[config.mk]
export PLATFORM = sky130hd
export DESIGN_NAME = decode_stage_flat
export DESIGN_NICKNAME = d
export VERILOG_FILES = /design/src/rtl/decode_stage_pkg.sv /design/src/rtl/decode_stage_if.sv /design/src/rtl/decode_stage_imm_gen.sv /design/src/rtl/decode_stage.sv /design/src/flat_wrapper.sv
export SDC_FILE = /design/constraint.sdc
export NUM_CORES = 1
export LEC_CHECK = 0
export BUFFER_PORTS_ARGS = -buffer_cell sky130_fd_sc_hd__buf_2
export CORE_MARGIN = 10
export CORE_UTILIZATION = 55
export DETAILED_ROUTE_END_ITERATION = 10
export PLACE_DENSITY_LB_ADDON = 0.1
export SLEW_MARGIN = 30
export SYNTH_ARGS = -nofsm -noshare
export SYNTH_HDL_FRONTEND = slang
export SYNTH_SLANG_ARGS = --single-unit
[constraint.sdc]
create_clock -name clk -period 2.7 [get_ports clk]
set_input_delay 0.54 -clock clk [delete_from_list [all_inputs] [get_ports clk]]
set_output_delay 0.54 -clock clk [all_outputs]
set_load 0.05 [all_outputs]
[src/rtl/decode_stage_pkg.sv]
// rtl/decode_stage_pkg.sv - shared RV32I decode types and constants (package defs)
package defs;

  localparam int XLEN          = 32;
  localparam int RF_PNTR_WIDTH = 5;

  localparam logic [6:0] OP_AL_R     = 7'b0110011;
  localparam logic [6:0] OP_AL_I     = 7'b0010011;
  localparam logic [6:0] OP_AL_LUI   = 7'b0110111;
  localparam logic [6:0] OP_AL_AUIPC = 7'b0010111;
  localparam logic [6:0] OP_AL_JAL   = 7'b1101111;
  localparam logic [6:0] OP_AL_JALR  = 7'b1100111;
  localparam logic [6:0] OP_AL_B     = 7'b1100011;
  localparam logic [6:0] OP_LOAD     = 7'b0000011;
  localparam logic [6:0] OP_STORE    = 7'b0100011;
  localparam logic [6:0] OP_FENCE    = 7'b0001111;
  localparam logic [6:0] OP_SYSTEM   = 7'b1110011;

  localparam logic [2:0] FUNC3_ADD_SUB = 3'b000;
  localparam logic [2:0] FUNC3_SLL     = 3'b001;
  localparam logic [2:0] FUNC3_SLT     = 3'b010;
  localparam logic [2:0] FUNC3_SLTU    = 3'b011;
  localparam logic [2:0] FUNC3_XOR     = 3'b100;
  localparam logic [2:0] FUNC3_SRL_SRA = 3'b101;
  localparam logic [2:0] FUNC3_OR      = 3'b110;
  localparam logic [2:0] FUNC3_AND     = 3'b111;
  localparam logic [2:0] FUNC3_BEQ     = 3'b000;
  localparam logic [2:0] FUNC3_BNE     = 3'b001;
  localparam logic [2:0] FUNC3_BLT     = 3'b100;
  localparam logic [2:0] FUNC3_BGE     = 3'b101;
  localparam logic [2:0] FUNC3_BLTU    = 3'b110;
  localparam logic [2:0] FUNC3_BGEU    = 3'b111;

  localparam logic [6:0] FUNC7_BASE = 7'b0000000;
  localparam logic [6:0] FUNC7_ALT  = 7'b0100000;

  typedef enum logic [3:0] {
    ALU_OP_ADD     = 4'd0,
    ALU_OP_SUB     = 4'd1,
    ALU_OP_SLL     = 4'd2,
    ALU_OP_SLT     = 4'd3,
    ALU_OP_SLTU    = 4'd4,
    ALU_OP_XOR     = 4'd5,
    ALU_OP_SRL     = 4'd6,
    ALU_OP_SRA     = 4'd7,
    ALU_OP_OR      = 4'd8,
    ALU_OP_AND     = 4'd9,
    ALU_OP_INVALID = 4'd15
  } alu_op_type;

  typedef enum logic [2:0] {
    ALU_IN_REG   = 3'd0,
    ALU_IN_IMM   = 3'd1,
    ALU_IN_PC    = 3'd2,
    ALU_IN_SHAMT = 3'd3,
    ALU_IN_NULL  = 3'd4
  } alu_in_type;

  typedef enum logic [2:0] {
    IMM_I = 3'd0,
    IMM_S = 3'd1,
    IMM_B = 3'd2,
    IMM_U = 3'd3,
    IMM_J = 3'd4
  } imm_type;

  typedef struct packed {
    alu_op_type               alu_op;
    alu_in_type               src_a;
    alu_in_type               src_b;
    logic [RF_PNTR_WIDTH-1:0] rs1;
    logic [RF_PNTR_WIDTH-1:0] rs2;
    logic [RF_PNTR_WIDTH-1:0] rd;
    logic                     rd_we;
    logic [XLEN-1:0]          imm;
    logic [XLEN-1:0]          pc;
    logic [2:0]               func3;
    logic                     is_branch;
    logic                     is_jump;
    logic                     illegal;
  } dec_ctrl_t;

  // alt selects the func7[5] variant (SUB/SRA) on the two func3 codes that have one
  function automatic alu_op_type alu_op_from_f3(input logic [2:0] f3, input logic alt);
    case (f3)
      FUNC3_ADD_SUB: return alt ? ALU_OP_SUB : ALU_OP_ADD;
      FUNC3_SLL:     return ALU_OP_SLL;
      FUNC3_SLT:     return ALU_OP_SLT;
      FUNC3_SLTU:    return ALU_OP_SLTU;
      FUNC3_XOR:     return ALU_OP_XOR;
      FUNC3_SRL_SRA: return alt ? ALU_OP_SRA : ALU_OP_SRL;
      FUNC3_OR:      return ALU_OP_OR;
      default:       return ALU_OP_AND;
    endcase
  endfunction

endpackage

[src/rtl/decode_stage_if.sv]
// rtl/decode_stage_if.sv - fetch-side and execute-side handshake bundle of decode_stage
interface decode_stage_if;
  import defs::*;

  logic                     in_valid;
  logic                     in_ready;
  logic [XLEN-1:0]          in_instr;
  logic [XLEN-1:0]          in_pc;
  logic                     out_valid;
  logic                     out_ready;
  logic [3:0]               out_alu_op;
  logic [2:0]               out_src_a;
  logic [2:0]               out_src_b;
  logic [RF_PNTR_WIDTH-1:0] out_rs1;
  logic [RF_PNTR_WIDTH-1:0] out_rs2;
  logic [RF_PNTR_WIDTH-1:0] out_rd;
  logic                     out_rd_we;
  logic [XLEN-1:0]          out_imm;
  logic [XLEN-1:0]          out_pc;
  logic [2:0]               out_func3;
  logic                     out_is_branch;
  logic                     out_is_jump;
  logic                     out_illegal;

  modport master (
    output in_valid, in_instr, in_pc, out_ready,
    input  in_ready, out_valid, out_alu_op, out_src_a, out_src_b, out_rs1, out_rs2, out_rd,
           out_rd_we, out_imm, out_pc, out_func3, out_is_branch, out_is_jump, out_illegal
  );

  modport slave (
    input  in_valid, in_instr, in_pc, out_ready,
    output in_ready, out_valid, out_alu_op, out_src_a, out_src_b, out_rs1, out_rs2, out_rd,
           out_rd_we, out_imm, out_pc, out_func3, out_is_branch, out_is_jump, out_illegal
  );
endinterface

[src/rtl/decode_stage_imm_gen.sv]
// rtl/decode_stage_imm_gen.sv - sign-extended RV32I immediate extraction (imm_gen)
module imm_gen
  import defs::*;
(
  input  logic [31:7]     i_instr,
  input  imm_type         i_imm_type,
  output logic [XLEN-1:0] o_imm
);

  always_comb begin
    o_imm = '0;
    case (i_imm_type)
      IMM_I:   o_imm = {{20{i_instr[31]}}, i_instr[31:20]};
      IMM_S:   o_imm = {{20{i_instr[31]}}, i_instr[31:25], i_instr[11:7]};
      IMM_B:   o_imm = {{19{i_instr[31]}}, i_instr[31], i_instr[7], i_instr[30:25], i_instr[11:8], 1'b0};
      IMM_U:   o_imm = {i_instr[31:12], 12'b0};
      IMM_J:   o_imm = {{11{i_instr[31]}}, i_instr[31], i_instr[19:12], i_instr[20], i_instr[30:21], 1'b0};
      default: o_imm = '0;
    endcase
  end

endmodule

[src/rtl/decode_stage.sv]
// rtl/decode_stage.sv - RV32I decode stage with 2-entry skid buffer
// Optional DECODE_PERF_CNT_EN adds output-transfer and illegal-transfer counters.
module decode_stage
  import defs::*;
(
  input  logic          clk,
  input  logic          rst_n,
  input  logic          flush,
  decode_stage_if.slave bus
`ifdef DECODE_PERF_CNT_EN
  ,
  output logic [31:0]   out_decoded_cnt,
  output logic [31:0]   out_illegal_cnt
`endif
);

  logic [6:0]      w_opcode;
  logic [2:0]      w_f3;
  logic [6:0]      w_f7;
  logic [4:0]      w_rd;
  imm_type         w_imm_type;
  logic [XLEN-1:0] w_imm;
  dec_ctrl_t       w_dec;
  logic            w_legal;
  logic            w_wr;
  logic            w_accept;
  logic            w_drain;

  dec_ctrl_t       r_out;
  dec_ctrl_t       r_skid;
  logic            r_out_valid;
  logic            r_skid_valid;

  assign w_opcode = bus.in_instr[6:0];
  assign w_f3     = bus.in_instr[14:12];
  assign w_f7     = bus.in_instr[31:25];
  assign w_rd     = bus.in_instr[11:7];

  always_comb begin
    case (w_opcode)
      OP_AL_B:                w_imm_type = IMM_B;
      OP_AL_LUI, OP_AL_AUIPC: w_imm_type = IMM_U;
      OP_AL_JAL:              w_imm_type = IMM_J;
      OP_STORE:               w_imm_type = IMM_S;
      default:                w_imm_type = IMM_I;
    endcase
  end

  imm_gen u_imm_gen (
    .i_instr    (bus.in_instr[31:7]),
    .i_imm_type (w_imm_type),
    .o_imm      (w_imm)
  );

  always_comb begin
    w_dec       = '0;
    w_dec.pc    = bus.in_pc;
    w_dec.func3 = w_f3;
    w_dec.rs1   = bus.in_instr[19:15];
    w_dec.rd    = w_rd;
    w_dec.imm   = w_imm;
    w_legal     = 1'b1;
    w_wr        = 1'b1;
    case (w_opcode)
      OP_AL_R: begin
        w_legal = (w_f7 == FUNC7_BASE) ||
                  ((w_f7 == FUNC7_ALT) && ((w_f3 == FUNC3_ADD_SUB) || (w_f3 == FUNC3_SRL_SRA)));
        w_dec.alu_op = alu_op_from_f3(w_f3, w_f7[5]);
        w_dec.rs2    = bus.in_instr[24:20];
        w_dec.imm    = '0;
      end
      OP_AL_I: begin
        if ((w_f3 == FUNC3_SLL) || (w_f3 == FUNC3_SRL_SRA)) begin
          w_legal = (w_f7 == FUNC7_BASE) || ((w_f7 == FUNC7_ALT) && (w_f3 == FUNC3_SRL_SRA));
          w_dec.alu_op = alu_op_from_f3(w_f3, w_f7[5]);
          w_dec.src_b  = ALU_IN_SHAMT;
          w_dec.imm    = {27'b0, bus.in_instr[24:20]};
        end else begin
          w_dec.alu_op = alu_op_from_f3(w_f3, 1'b0);
          w_dec.src_b  = ALU_IN_IMM;
        end
      end
      OP_AL_LUI: begin
        w_dec.src_a = ALU_IN_NULL;
        w_dec.src_b = ALU_IN_IMM;
      end
      OP_AL_AUIPC, OP_AL_JAL: begin
        w_dec.src_a   = ALU_IN_PC;
        w_dec.src_b   = ALU_IN_IMM;
        w_dec.is_jump = (w_opcode == OP_AL_JAL);
      end
      OP_AL_JALR: begin
        w_dec.src_b   = ALU_IN_IMM;
        w_dec.is_jump = 1'b1;
      end
      OP_AL_B: begin
        w_wr            = 1'b0;
        w_dec.is_branch = 1'b1;
        w_dec.rs2       = bus.in_instr[24:20];
        case (w_f3)
          FUNC3_BEQ, FUNC3_BNE:   w_dec.alu_op = ALU_OP_SUB;
          FUNC3_BLT, FUNC3_BGE:   w_dec.alu_op = ALU_OP_SLT;
          FUNC3_BLTU, FUNC3_BGEU: w_dec.alu_op = ALU_OP_SLTU;
          default:                w_legal      = 1'b0;
        endcase
      end
      OP_LOAD, OP_STORE, OP_FENCE, OP_SYSTEM: w_legal = 1'b0;
      default:                                w_legal = 1'b0;
    endcase
    // Illegal entries still travel the pipe but carry no side effects
    if (!w_legal) begin
      w_dec.alu_op    = ALU_OP_INVALID;
      w_dec.src_a     = ALU_IN_NULL;
      w_dec.src_b     = ALU_IN_NULL;
      w_dec.rs1       = '0;
      w_dec.rs2       = '0;
      w_dec.rd        = '0;
      w_dec.imm       = '0;
      w_dec.is_branch = 1'b0;
      w_dec.is_jump   = 1'b0;
      w_dec.rd_we     = 1'b0;
      w_dec.illegal   = 1'b1;
    end else begin
      w_dec.rd_we = w_wr && (w_rd != 5'd0);
    end
  end

  assign w_accept = bus.in_valid && !r_skid_valid && !flush;
  assign w_drain  = r_out_valid && bus.out_ready;

  // Skid entry is only ever occupied behind a full, stalled output register
  always_ff @(posedge clk) begin
    if (!rst_n) begin
      r_out_valid  <= 1'b0;
      r_skid_valid <= 1'b0;
      r_out        <= '0;
      r_skid       <= '0;
    end else if (flush) begin
      r_out_valid  <= 1'b0;
      r_skid_valid <= 1'b0;
    end else if (!r_out_valid || w_drain) begin
      if (r_skid_valid) begin
        r_out        <= r_skid;
        r_out_valid  <= 1'b1;
        r_skid_valid <= 1'b0;
      end else begin
        r_out_valid <= w_accept;
        if (w_accept) r_out <= w_dec;
      end
    end else if (w_accept) begin
      r_skid       <= w_dec;
      r_skid_valid <= 1'b1;
    end
  end

  assign bus.in_ready      = !r_skid_valid;
  assign bus.out_valid     = r_out_valid;
  assign bus.out_alu_op    = r_out.alu_op;
  assign bus.out_src_a     = r_out.src_a;
  assign bus.out_src_b     = r_out.src_b;
  assign bus.out_rs1       = r_out.rs1;
  assign bus.out_rs2       = r_out.rs2;
  assign bus.out_rd        = r_out.rd;
  assign bus.out_rd_we     = r_out.rd_we;
  assign bus.out_imm       = r_out.imm;
  assign bus.out_pc        = r_out.pc;
  assign bus.out_func3     = r_out.func3;
  assign bus.out_is_branch = r_out.is_branch;
  assign bus.out_is_jump   = r_out.is_jump;
  assign bus.out_illegal   = r_out.illegal;

`ifdef DECODE_PERF_CNT_EN
  logic [31:0] r_decoded_cnt;
  logic [31:0] r_illegal_cnt;

  always_ff @(posedge clk) begin
    if (!rst_n) begin
      r_decoded_cnt <= '0;
      r_illegal_cnt <= '0;
    end else begin
      if (w_drain)                 r_decoded_cnt <= r_decoded_cnt + 32'd1;
      if (w_drain && r_out.illegal) r_illegal_cnt <= r_illegal_cnt + 32'd1;
    end
  end

  assign out_decoded_cnt = r_decoded_cnt;
  assign out_illegal_cnt = r_illegal_cnt;
`endif

endmodule

[src/flat_wrapper.sv]
// flat-port wrapper written by rule: the top's interface ports become plain ports
module decode_stage_flat import defs::*;
  (clk, rst_n, flush, bus_in_valid, bus_in_instr, bus_in_pc, bus_out_ready, bus_in_ready, bus_out_valid, bus_out_alu_op, bus_out_src_a, bus_out_src_b, bus_out_rs1, bus_out_rs2, bus_out_rd, bus_out_rd_we, bus_out_imm, bus_out_pc, bus_out_func3, bus_out_is_branch, bus_out_is_jump, bus_out_illegal);
  decode_stage_if bus_i ();
  input  logic clk;
  input  logic rst_n;
  input  logic flush;
  input wire logic [$bits(bus_i.in_valid)-1:0] bus_in_valid;
  input wire logic [$bits(bus_i.in_instr)-1:0] bus_in_instr;
  input wire logic [$bits(bus_i.in_pc)-1:0] bus_in_pc;
  input wire logic [$bits(bus_i.out_ready)-1:0] bus_out_ready;
  output wire logic [$bits(bus_i.in_ready)-1:0] bus_in_ready;
  output wire logic [$bits(bus_i.out_valid)-1:0] bus_out_valid;
  output wire logic [$bits(bus_i.out_alu_op)-1:0] bus_out_alu_op;
  output wire logic [$bits(bus_i.out_src_a)-1:0] bus_out_src_a;
  output wire logic [$bits(bus_i.out_src_b)-1:0] bus_out_src_b;
  output wire logic [$bits(bus_i.out_rs1)-1:0] bus_out_rs1;
  output wire logic [$bits(bus_i.out_rs2)-1:0] bus_out_rs2;
  output wire logic [$bits(bus_i.out_rd)-1:0] bus_out_rd;
  output wire logic [$bits(bus_i.out_rd_we)-1:0] bus_out_rd_we;
  output wire logic [$bits(bus_i.out_imm)-1:0] bus_out_imm;
  output wire logic [$bits(bus_i.out_pc)-1:0] bus_out_pc;
  output wire logic [$bits(bus_i.out_func3)-1:0] bus_out_func3;
  output wire logic [$bits(bus_i.out_is_branch)-1:0] bus_out_is_branch;
  output wire logic [$bits(bus_i.out_is_jump)-1:0] bus_out_is_jump;
  output wire logic [$bits(bus_i.out_illegal)-1:0] bus_out_illegal;
  assign bus_i.in_valid = bus_in_valid;
  assign bus_i.in_instr = bus_in_instr;
  assign bus_i.in_pc = bus_in_pc;
  assign bus_i.out_ready = bus_out_ready;
  assign bus_in_ready = bus_i.in_ready;
  assign bus_out_valid = bus_i.out_valid;
  assign bus_out_alu_op = bus_i.out_alu_op;
  assign bus_out_src_a = bus_i.out_src_a;
  assign bus_out_src_b = bus_i.out_src_b;
  assign bus_out_rs1 = bus_i.out_rs1;
  assign bus_out_rs2 = bus_i.out_rs2;
  assign bus_out_rd = bus_i.out_rd;
  assign bus_out_rd_we = bus_i.out_rd_we;
  assign bus_out_imm = bus_i.out_imm;
  assign bus_out_pc = bus_i.out_pc;
  assign bus_out_func3 = bus_i.out_func3;
  assign bus_out_is_branch = bus_i.out_is_branch;
  assign bus_out_is_jump = bus_i.out_is_jump;
  assign bus_out_illegal = bus_i.out_illegal;
  decode_stage u_core (.clk(clk), .rst_n(rst_n), .flush(flush), .bus(bus_i));
endmodule
; Word-level counts from Yosys, hierarchy flattened
; Index checks and enable logic that the tools add are counted.
[totals]
reg_bits = 194
latch_bits = 0
ram_bits = 0
mem_bits_ro = 0
in_bits = 69
out_inout_bits = 98
elab_cells = 110
n_memories = 0
[op_classes]
add_sub_neg = 0
multipliers = 0
div = 0
n_lt_le_gt_ge = 0
eq_ne = 20
shifts = 0
muxes = 28
bitwise_logic = 3
n_reduce_logical = 31
[ops]
columns = cell, count
row1 = 96-bit 2-to-1 mux, 2
row2 = 32-bit case mux with 5 select lines, 1
row3 = 32-bit 2-to-1 mux, 2
row4 = 32-bit case mux with 2 select lines, 1
row5 = 4-bit case mux with 7 select lines, 2
row6 = 7-bit by 6-bit equality test with 1-bit output (second input constant), 4
row7 = 25-bit 2-to-1 mux, 1
row8 = 7-bit equality test (second input constant), 3
row9 = 3-bit equality test (second input constant), 5
row10 = 7-bit by 5-bit equality test with 1-bit output (second input constant), 2
row11 = 2-bit OR reduction, 7
row12 = 3-bit by 2-bit equality test with 1-bit output (second input constant), 4
row13 = 3-bit case mux with 2 select lines, 2
row14 = 3-bit case mux with 4 select lines, 1
row15 = 4-bit case mux with 3 select lines, 1
row16 = 3-bit case mux with 3 select lines, 1
row17 = 1-bit 2-to-1 mux, 8
row18 = 7-bit logical NOT, 1
row19 = 3-bit by 1-bit equality test with 1-bit output (second input constant), 2
row20 = 1-bit logical AND, 6
row21 = 3-bit logical NOT, 2
row22 = 3-bit AND reduction, 2
row23 = 6-bit OR reduction, 1
row24 = 1-bit logical OR, 5
row25 = 12 further kinds, 16

; Longest topological paths before layout
; Gate-level depths: netlist of the first run.
[logic_depth]
depth_word = 10
depth_mapped = 9
mapped_depth_nobuf = 6

; Modules after synthesis
; A second synthesis of the first run with hierarchy kept.
[unflattened]
hier_cells = 1048
area_unflattened_um2 = 8680.8
[by_module_without_submodules]
columns = module, instances, cells_each, area_per_inst_um2, seq_area_each_um2
row1 = decode_stage, 1, 954, 8140.3, 3803.6
row2 = imm_gen, 1, 94, 540.5, 0.0

; Worst setup path before layout of the first run
; No wires, ideal clock.
[synth_timing]
path_type = in2reg
startpoint = in bus_in_instr[5]
endpoint = reg u_core.r_out (netlist bit u_core.bus.out_rs1[4])
setup_ps = 125
arrival_ps = 2055
required_time_ps = 2575
setup_slack_ps = 520
cell_stages = 9
path_buffers = 3
cell_sequence = buf_4 > and3b_1 > nand4_1 > o2111ai_4 > or2_1 > buf_4 > and3_1 > buf_4 > o2bb2ai_1
[synth_between]
elab_chain_len = 6
elab_cells_between_ends = 12
cone_classes = 7 x eq/ne / 4 x mux / 1 x reduce/logical
[synth_rtl]
columns = element, line_no
row1 = "start, declared", flat_wrapper.sv:9  ; input wire logic [$bits(bus_i.in_instr)-1:0] bus_in_instr;
row2 = 7-bit equality test (tied with other cells), decode_stage.sv:64  ; case (w_opcode)
row3 = 4-bit OR reduction (no line), --
row4 = 1-bit case mux with 4 select lines *, decode_stage.sv:64
row5 = 25-bit 2-to-1 mux *, decode_stage.sv:111  ; if (!w_legal) begin
row6 = 96-bit 2-to-1 mux *, decode_stage.sv:148  ; if (w_accept) r_out <= w_dec;
row7 = 96-bit 2-to-1 mux *, decode_stage.sv:142  ; if (r_skid_valid) begin
row8 = "end signal, assigned", decode_stage.sv:143  ; r_out <= r_skid;
row9 = "end signal, assigned", decode_stage.sv:148
row10 = "end, declared", decode_stage.sv:29  ; dec_ctrl_t r_out;
; Every way passes the cells marked *; elsewhere a longest branch is shown, timed or not. The select of a mux whose other input is x is not followed.
; A chain may end at the register's enable or synchronous reset.

; Worst setup path after layout of the first run
[layout_timing]
startpoint = reg u_core.r_skid_valid
endpoint = out bus_in_ready
[layout_between]
elab_chain_len = 1
[layout_rtl]
columns = element, line_no
row1 = "start, declared", decode_stage.sv:32  ; logic r_skid_valid;
row2 = "start signal, assigned", decode_stage.sv:135  ; r_skid_valid <= 1'b0;
row3 = "start signal, assigned", decode_stage.sv:140  ; r_skid_valid <= 1'b0;
row4 = "start signal, assigned", decode_stage.sv:145  ; r_skid_valid <= 1'b0;
row5 = 1-bit logical NOT, decode_stage.sv:156  ; assign bus.in_ready = !r_skid_valid;
row6 = "end, declared", flat_wrapper.sv:12  ; output wire logic [$bits(bus_i.in_ready)-1:0] bus_in_ready;
; Every way passes these cells.

==> impl_metrics.env, run 1 <==
export IMPL_placed_cells=1252
export IMPL_cts_hold_buf=0
export IMPL_synthCells=968
export IMPL_root_buffer="clkbuf_16"
export IMPL_clock_sinks=190
export IMPL_final_util=0.6721
export IMPL_final_area_mm2=0.009731
export IMPL_end_kind="primary output"
export IMPL_skew_ns=0.005896
export IMPL_synth_edf_count=0
export IMPL_grt_max_degree=83
export IMPL_place_area_mm2=0.009062
export IMPL_regToRegSetupSlack_ns=0.63
export IMPL_nets=1156
export IMPL_drc=0
export IMPL_clockBufferDepth=2
export IMPL_yosysSeqAreaShare=0.4694
export IMPL_syn_nets=1037
export IMPL_hpwl_um=16020
export IMPL_fmax_mhz=472.1
export IMPL_ant_nets=0
export IMPL_p_per_area_mw_per_mm2=657.9
export IMPL_status="completed"
export IMPL_synth_seq_cells=190
export IMPL_crit_start="u_core.r_skid_valid"
export IMPL_worst_skew_pair_late_latency_ns=0.43
export IMPL_antenna_found_initial=0
export IMPL_htreeDepth=4
export IMPL_reg2reg_depth=5
export IMPL_avgViaCountPerCell=5.920
export IMPL_syn_cell_area_mm2=0.008103
export IMPL_port_buffers=165
export IMPL_grt_usage=0.2351
export IMPL_grt_overflow=0
export IMPL_grt_pass1_vias=7218
export IMPL_fp_dieH_um=141.4
export IMPL_worst_ir_drop_vdd_uv=705.0
export IMPL_p_leak_nw=3.858
export IMPL_drtPass1Iterations=5
export IMPL_finalCriticalPeriod_ns=2.118
export IMPL_dr_total_vias=7601
export IMPL_endpoint="bus_in_ready"
export IMPL_synth_flop_cell="dfxtp_1"
export IMPL_crit_fanout=20
export IMPL_cp_required_ns=2.16
export IMPL_async_flop_share=0
export IMPL_row_count=44
export IMPL_r2r_start="u_core.r_skid_valid"
export IMPL_hold_viol_final=0
export IMPL_worst_pin_slew_ns=0.7428
export IMPL_maxSlewViolCount=0
export IMPL_slew_headroom=0.5048
export IMPL_min_delay_path_class="in -> reg"
export IMPL_cpPeakStageDelay_ns=0.43
export IMPL_crit_arrival_ns=1.58
export IMPL_slowest_stage="dfxtp_4"
export IMPL_path_cells="inv_1, buf_2"
export IMPL_area_growth_pct=20.09
export IMPL_timing_rr_end="u_core.bus.out_imm[16]"
export IMPL_cp_start_kind="flip-flop"
export IMPL_period_share=0.7846
export IMPL_finalSetupTns_ns=0
export IMPL_maxCapViolCount=0
export IMPL_grt_pass1_wl_um=38750
export IMPL_dieArea_mm2=0.01999
export IMPL_rsz0062_at_grt="no"
export IMPL_wirelength_um=24420
export IMPL_die_width_um=141.4
export IMPL_stdcell_count=1284
export IMPL_synth_cell_types=61
export IMPL_pre_cts_ws_ns=0.3200
export IMPL_holdWs_ns=0.3547
export IMPL_clkSlewWorstSetupHoldPaths_ns=0.07
export IMPL_core_area_mm2=0.01448
export IMPL_p_total_mw=6.402
export IMPL_cts_made_buffers=17
export IMPL_worst_slack_ns=0.5816
export IMPL_antenna_cells=0
export IMPL_wire_per_inst_um=19.02
export IMPL_io_pins=167
export IMPL_drive_gt1_frac=0.2200
export IMPL_crit_type="reg -> out"
export IMPL_syn_avg_cell_area_um2=8.371
export IMPL_cts_setup_buffers=0
export IMPL_start_util=0.5596
export IMPL_cts_tree="yes"
export IMPL_yosysWarnings=0
export IMPL_finalSetupViolations=0
export IMPL_drtIter0Drc=861
export IMPL_cts_resized=0
export IMPL_gp_congestion=0.9384
[layout by cell type (no fill, tap or decap), types with 3 or more instances in the layout]
master and instances:
a211oi_1 36, o21ai_0 20, nand2b_1 4, bufinv_16 6, nand3b_1 22, mux2i_1 36, o22ai_1 24, nand2_1 136
buf_2 165, dfxtp_1 189, clkbuf_16 17, o211ai_1 5, nor2_1 56, o2bb2ai_1 16, o2111ai_1 4, or3_1 6
nand4_1 15, a21oi_1 168, and3_1 44, clkinv_2 5, nor3_1 8, a22oi_1 4, nor2b_1 3, inv_1 3
a31oi_1 4, buf_12 5, buf_4 22, nand3_1 27
[worst max-delay path: cells and delay by family (launching register included)]
kind	cells	cell delay, ns
flip-flops	1	0.43
buffers and inverters	2	0.71
[worst min path at each step]
stage	from	end	cells after the start
finish	bus_in_pc[2]	u_core.r_skid[8]	3
global route	bus_in_pc[2]	u_core.r_skid[8]	3
CTS	bus_in_instr[17]	u_core.bus.out_rs1[2]	2
detailed placement	u_core.r_skid[43]	u_core.r_skid[43]	2
global placement	u_core.r_skid[57]	u_core.r_skid[57]	2
floorplan	u_core.r_skid[39]	u_core.r_skid[39]	2
[Yosys cell counts, drive strengths merged (2+ instances only)]
cell / instances / share of area
o2111ai: 5 / 0.0076
or3: 7 / 0.0054
nand4: 15 / 0.012
buf: 24 / 0.018
nand3b: 22 / 0.020
clkbuf: 69 / 0.032
nor3: 10 / 0.0068
mux2i: 36 / 0.044
nor2b: 3 / 0.0023
o31ai: 2 / 0.0019
and3b: 2 / 0.0022
a22oi: 4 / 0.0037
o2111a: 2 / 0.0028
a21boi: 2 / 0.0023
and2: 3 / 0.0023
o211a: 2 / 0.0025
a21oi: 168 / 0.10
a211oi: 37 / 0.035
a31oi: 4 / 0.0031
o21ai: 22 / 0.014
o22ai: 24 / 0.019
nand2b: 4 / 0.0031
nand2: 136 / 0.063
and3: 44 / 0.034
dfxtp: 190 / 0.47
o2bb2ai: 16 / 0.017
o211ai: 5 / 0.0046
inv: 4 / 0.0019
nand3: 29 / 0.019
nor2: 57 / 0.026
[state kept, by name (all words and copies together), names as in the netlist]
signal	count
u_core.bus.out_is_branch	1
u_core.bus.out_rs2	5
u_core.bus.out_valid	1
u_core.bus.out_rs1	5
u_core.bus.out_src_b	2
u_core.bus.out_is_jump	1
u_core.bus.out_src_a	2
u_core.bus.out_pc	32
u_core.bus.out_func3	3
u_core.bus.out_alu_op	4
u_core.bus.out_illegal	1
u_core.bus.out_imm	32
u_core.bus.out_rd_we	1
u_core.r_skid_valid	1
u_core.r_skid	94
u_core.bus.out_rd	5
[power breakdown]
group | switching, mW | internal, mW | leakage (nW)
logic | 0.500 | 0.185 | 1.99
registers | 0.0323 | 2.86 | 1.54
clock network | 1.09 | 1.74 | 0.327
[kinds of logic after synthesis]
family	count (synthesis)	synth area share
AOI/OAI and AO/OA	302	0.2258
xor gates and xnor gates	1	0.001081
buffers and inverters	97	0.05142
DFF	190	0.4694
muxes	37	0.04586
other	1	0.0004628
and+or+nand+nor	340	0.2060
[layer usage]
metal / vias to the layer above / part of all wire / track usage
met1: 3549 / 0.42 / 0.3076
li1: 3703 / - / -
met2: 310 / 0.47 / 0.3658
met3: 39 / 0.085 / 0.07410
met4: 0 / 0.019 / 0.06401
met5: - / 0 / 0
[cell type report]
class                      instances  area (um2)
clock buffer                      17       425.4
clock inverter                    15       239.0
fill                            1253        4748
inverter                           4       17.52
multi-input combinational        681        3909
sequential                       190        3807
tap                              184       230.2
timing repair buffer             193        1102
(Power assumes the default switching activity.)
==> run 2, diff against run 1 <==
--- a/config.mk
+++ b/config.mk
@@ -7,7 +7,7 @@
 export LEC_CHECK = 0
 export BUFFER_PORTS_ARGS = -buffer_cell sky130_fd_sc_hd__buf_2
 export CORE_MARGIN = 10
-export CORE_UTILIZATION = 55
+export CORE_UTILIZATION = 49
 export DETAILED_ROUTE_END_ITERATION = 10
 export PLACE_DENSITY_LB_ADDON = 0.1
 export SLEW_MARGIN = 30
==> constraint.sdc (replaced) <==
create_clock -name clk -period 1.9 [get_ports clk]
set_input_delay 0.38 -clock clk [delete_from_list [all_inputs] [get_ports clk]]
set_output_delay 0.38 -clock clk [all_outputs]
set_load 0.05 [all_outputs]
==> run 2 against run 1 <==
- global-route usage fell by 1.9 points
- die area up 10%
- sequential power is 42% higher
- final area is 6.2% higher
- setup slack worse by 0.47 ns
- clock power rose by 44%
- register-to-register slack worse by 0.50 ns
- sequential cell count did not move
- clock-buffer cell count grew 2
- final cell count up 7.4%
- via count increased by 1.3%
- critical path type unchanged
- highest routed layer unchanged
==> impl_metrics.env, run 2 (synthesis gave the netlist of run 1 again) <==
export IMPL_pre_cts_ws_ns=-0.3056
export IMPL_period_share=0.9431
export IMPL_drc=0
export IMPL_p_leak_nw=4.187
export IMPL_slew_headroom=0.4460
export IMPL_rsz0062_at_grt="no"
export IMPL_maxCapViolCount=0
export IMPL_ant_nets=0
export IMPL_cts_made_buffers=17
export IMPL_regToRegSetupSlack_ns=0.13
export IMPL_hold_viol_final=0
export IMPL_dieArea_mm2=0.02208
export IMPL_crit_type="reg -> out"
export IMPL_crit_fanout=15
export IMPL_fp_dieH_um=148.6
export IMPL_htreeDepth=4
export IMPL_holdWs_ns=0.1923
export IMPL_largest_reg_flops=94
export IMPL_cp_start_kind="flip-flop"
export IMPL_start_util=0.5046
export IMPL_fillers=1455
export IMPL_worst_ir_drop_vdd_uv=669.6
export IMPL_top_register="u_core.r_skid"
export IMPL_met2_usage=0.3389
export IMPL_clkSlewWorstSetupHoldPaths_ns=0.07
export IMPL_grt_pass1_wl_um=38740
export IMPL_worst_slack_ns=0.1081
export IMPL_gp_congestion=0.8911
export IMPL_worst_pin_slew_ns=0.8310
export IMPL_layout_common_cells="188 x dfxtp_1, 168 x a21oi_1, 164 x buf_2, 136 x nand2_1, 81 x buf_4"
export IMPL_root_buffer="clkbuf_16"
export IMPL_final_util=0.6435
export IMPL_grt_overflow=0
export IMPL_seq_area_mm2=0.003809
export IMPL_multi_input_area_mm2=0.003919
export IMPL_clockBufferDepth=2
export IMPL_nets=1219
export IMPL_wire_per_inst_um=17.93
export IMPL_grt_max_degree=70
export IMPL_grt_busiest_layer="met2"
export IMPL_path_common_cell="buf_4"
export IMPL_maxSlewViolCount=0
export IMPL_port_buffers=165
export IMPL_hpwl_um=17020
export IMPL_status="completed"
export IMPL_finalSetupViolations=0
export IMPL_drtPass1Iterations=5
export IMPL_placed_cells=1346
export IMPL_grt_usage=0.2161
export IMPL_path_cells="buf_4, clkinvlp_4, buf_4"
export IMPL_slowest_stage="dfxtp_4"
export IMPL_grt_pass1_vias=7208
export IMPL_io_pins=167
export IMPL_cpPeakStageDelay_ns=0.37
export IMPL_skew_ns=0.005739
export IMPL_cts_hold_buf=0
export IMPL_antenna_cells=0
export IMPL_dr_total_vias=7702
export IMPL_core_area_mm2=0.01606
export IMPL_p_per_area_mw_per_mm2=892.6
export IMPL_cts_tree="yes"
export IMPL_drive_gt1_frac=0.2666
export IMPL_area_growth_pct=27.53
export IMPL_antenna_found_initial=0
export IMPL_die_width_um=148.6
export IMPL_cp_required_ns=1.52
export IMPL_crit_arrival_ns=1.41
export IMPL_min_delay_path_class="in -> reg"
export IMPL_grt_util_met1=0.2857
export IMPL_stdcell_count=1379
export IMPL_wirelength_um=24730
export IMPL_fmax_mhz=558.1
export IMPL_worst_skew_pair_late_latency_ns=0.43
export IMPL_row_count=46
export IMPL_mostFrequentLayoutCell="dfxtp_1"
export IMPL_finalCriticalPeriod_ns=1.792
export IMPL_avgViaCountPerCell=5.585
export IMPL_clock_sinks=190
export IMPL_grtUsageMet3=0.05825
export IMPL_end_kind="primary output"
export IMPL_p_total_mw=9.224
export IMPL_drtIter0Drc=521
[run 2: cell count changes in the layout (fill, tap and decap cells not counted), sizes merged]
cell	before	now
bufinv	6	5
inv	6	9
clkbuf	17	19
buf	193	256
clkinvlp	1	2
clkinv	6	1
[run 2: path summary, 6_finish.rpt]
path	cells past startpoint	start	to
hold reg to reg	2	u_core.r_skid[42]	u_core.r_skid[42]
setup reg to reg	5	u_core.bus.out_valid	u_core.bus.out_imm[1]
hold / removal	3	bus_in_pc[6]	u_core.r_skid[12]
setup / recovery	3	u_core.r_skid_valid	bus_in_ready
[run 2: cell type report]
cell class / instances / share of cell area
Multi-Input combinational cell: 681 / 0.3792
Inverter: 4 / 0.002058
Clock inverter: 13 / 0.02143
Sequential cell: 190 / 0.3686
Timing Repair Buffer: 256 / 0.1587
Clock buffer: 19 / 0.04383
Tap cell: 216 / 0.02615
[run 2: power breakdown]
part,total [mW],leakage (nW),switching (mW),internal (mW)
registers,4.11,1.54,0.0418,4.07
logic,1.06,2.32,0.728,0.335
clock network,4.05,0.328,1.61,2.44
[run 2: per-stage QoR]
| stage | TNS (ns) | cell area [um2] |
|---|---|---|
| floorplan | -0.09416 | 8134 |
| finish | 0 | 10330 |
| global route | 0 | 10330 |
| global placement | -13.48 | 9639 |
| CTS | 0 | 10330 |
| detailed placement | -16.21 | 9639 |
[run 2: worst max-delay path, delay by kind of cell, from the launching register on]
| kind | cells | cell delay, ns |
|---|---|---|
| flip-flops | 1 | 0.37 |
| buffers and inverters | 3 | 0.61 |
[run 2: layer usage]
layer  vias up  part of all wire
li1       3832                 -
met1      3601              0.44
met2       239              0.47
met3        30             0.072
met4         0             0.016
met5         -                 0
[run 2: what timing repair did]
action | CTS | global route
gates resized for setup | 2 | 2
setup buffers | 1 | 0
setup endpoints to repair | 1 | 6
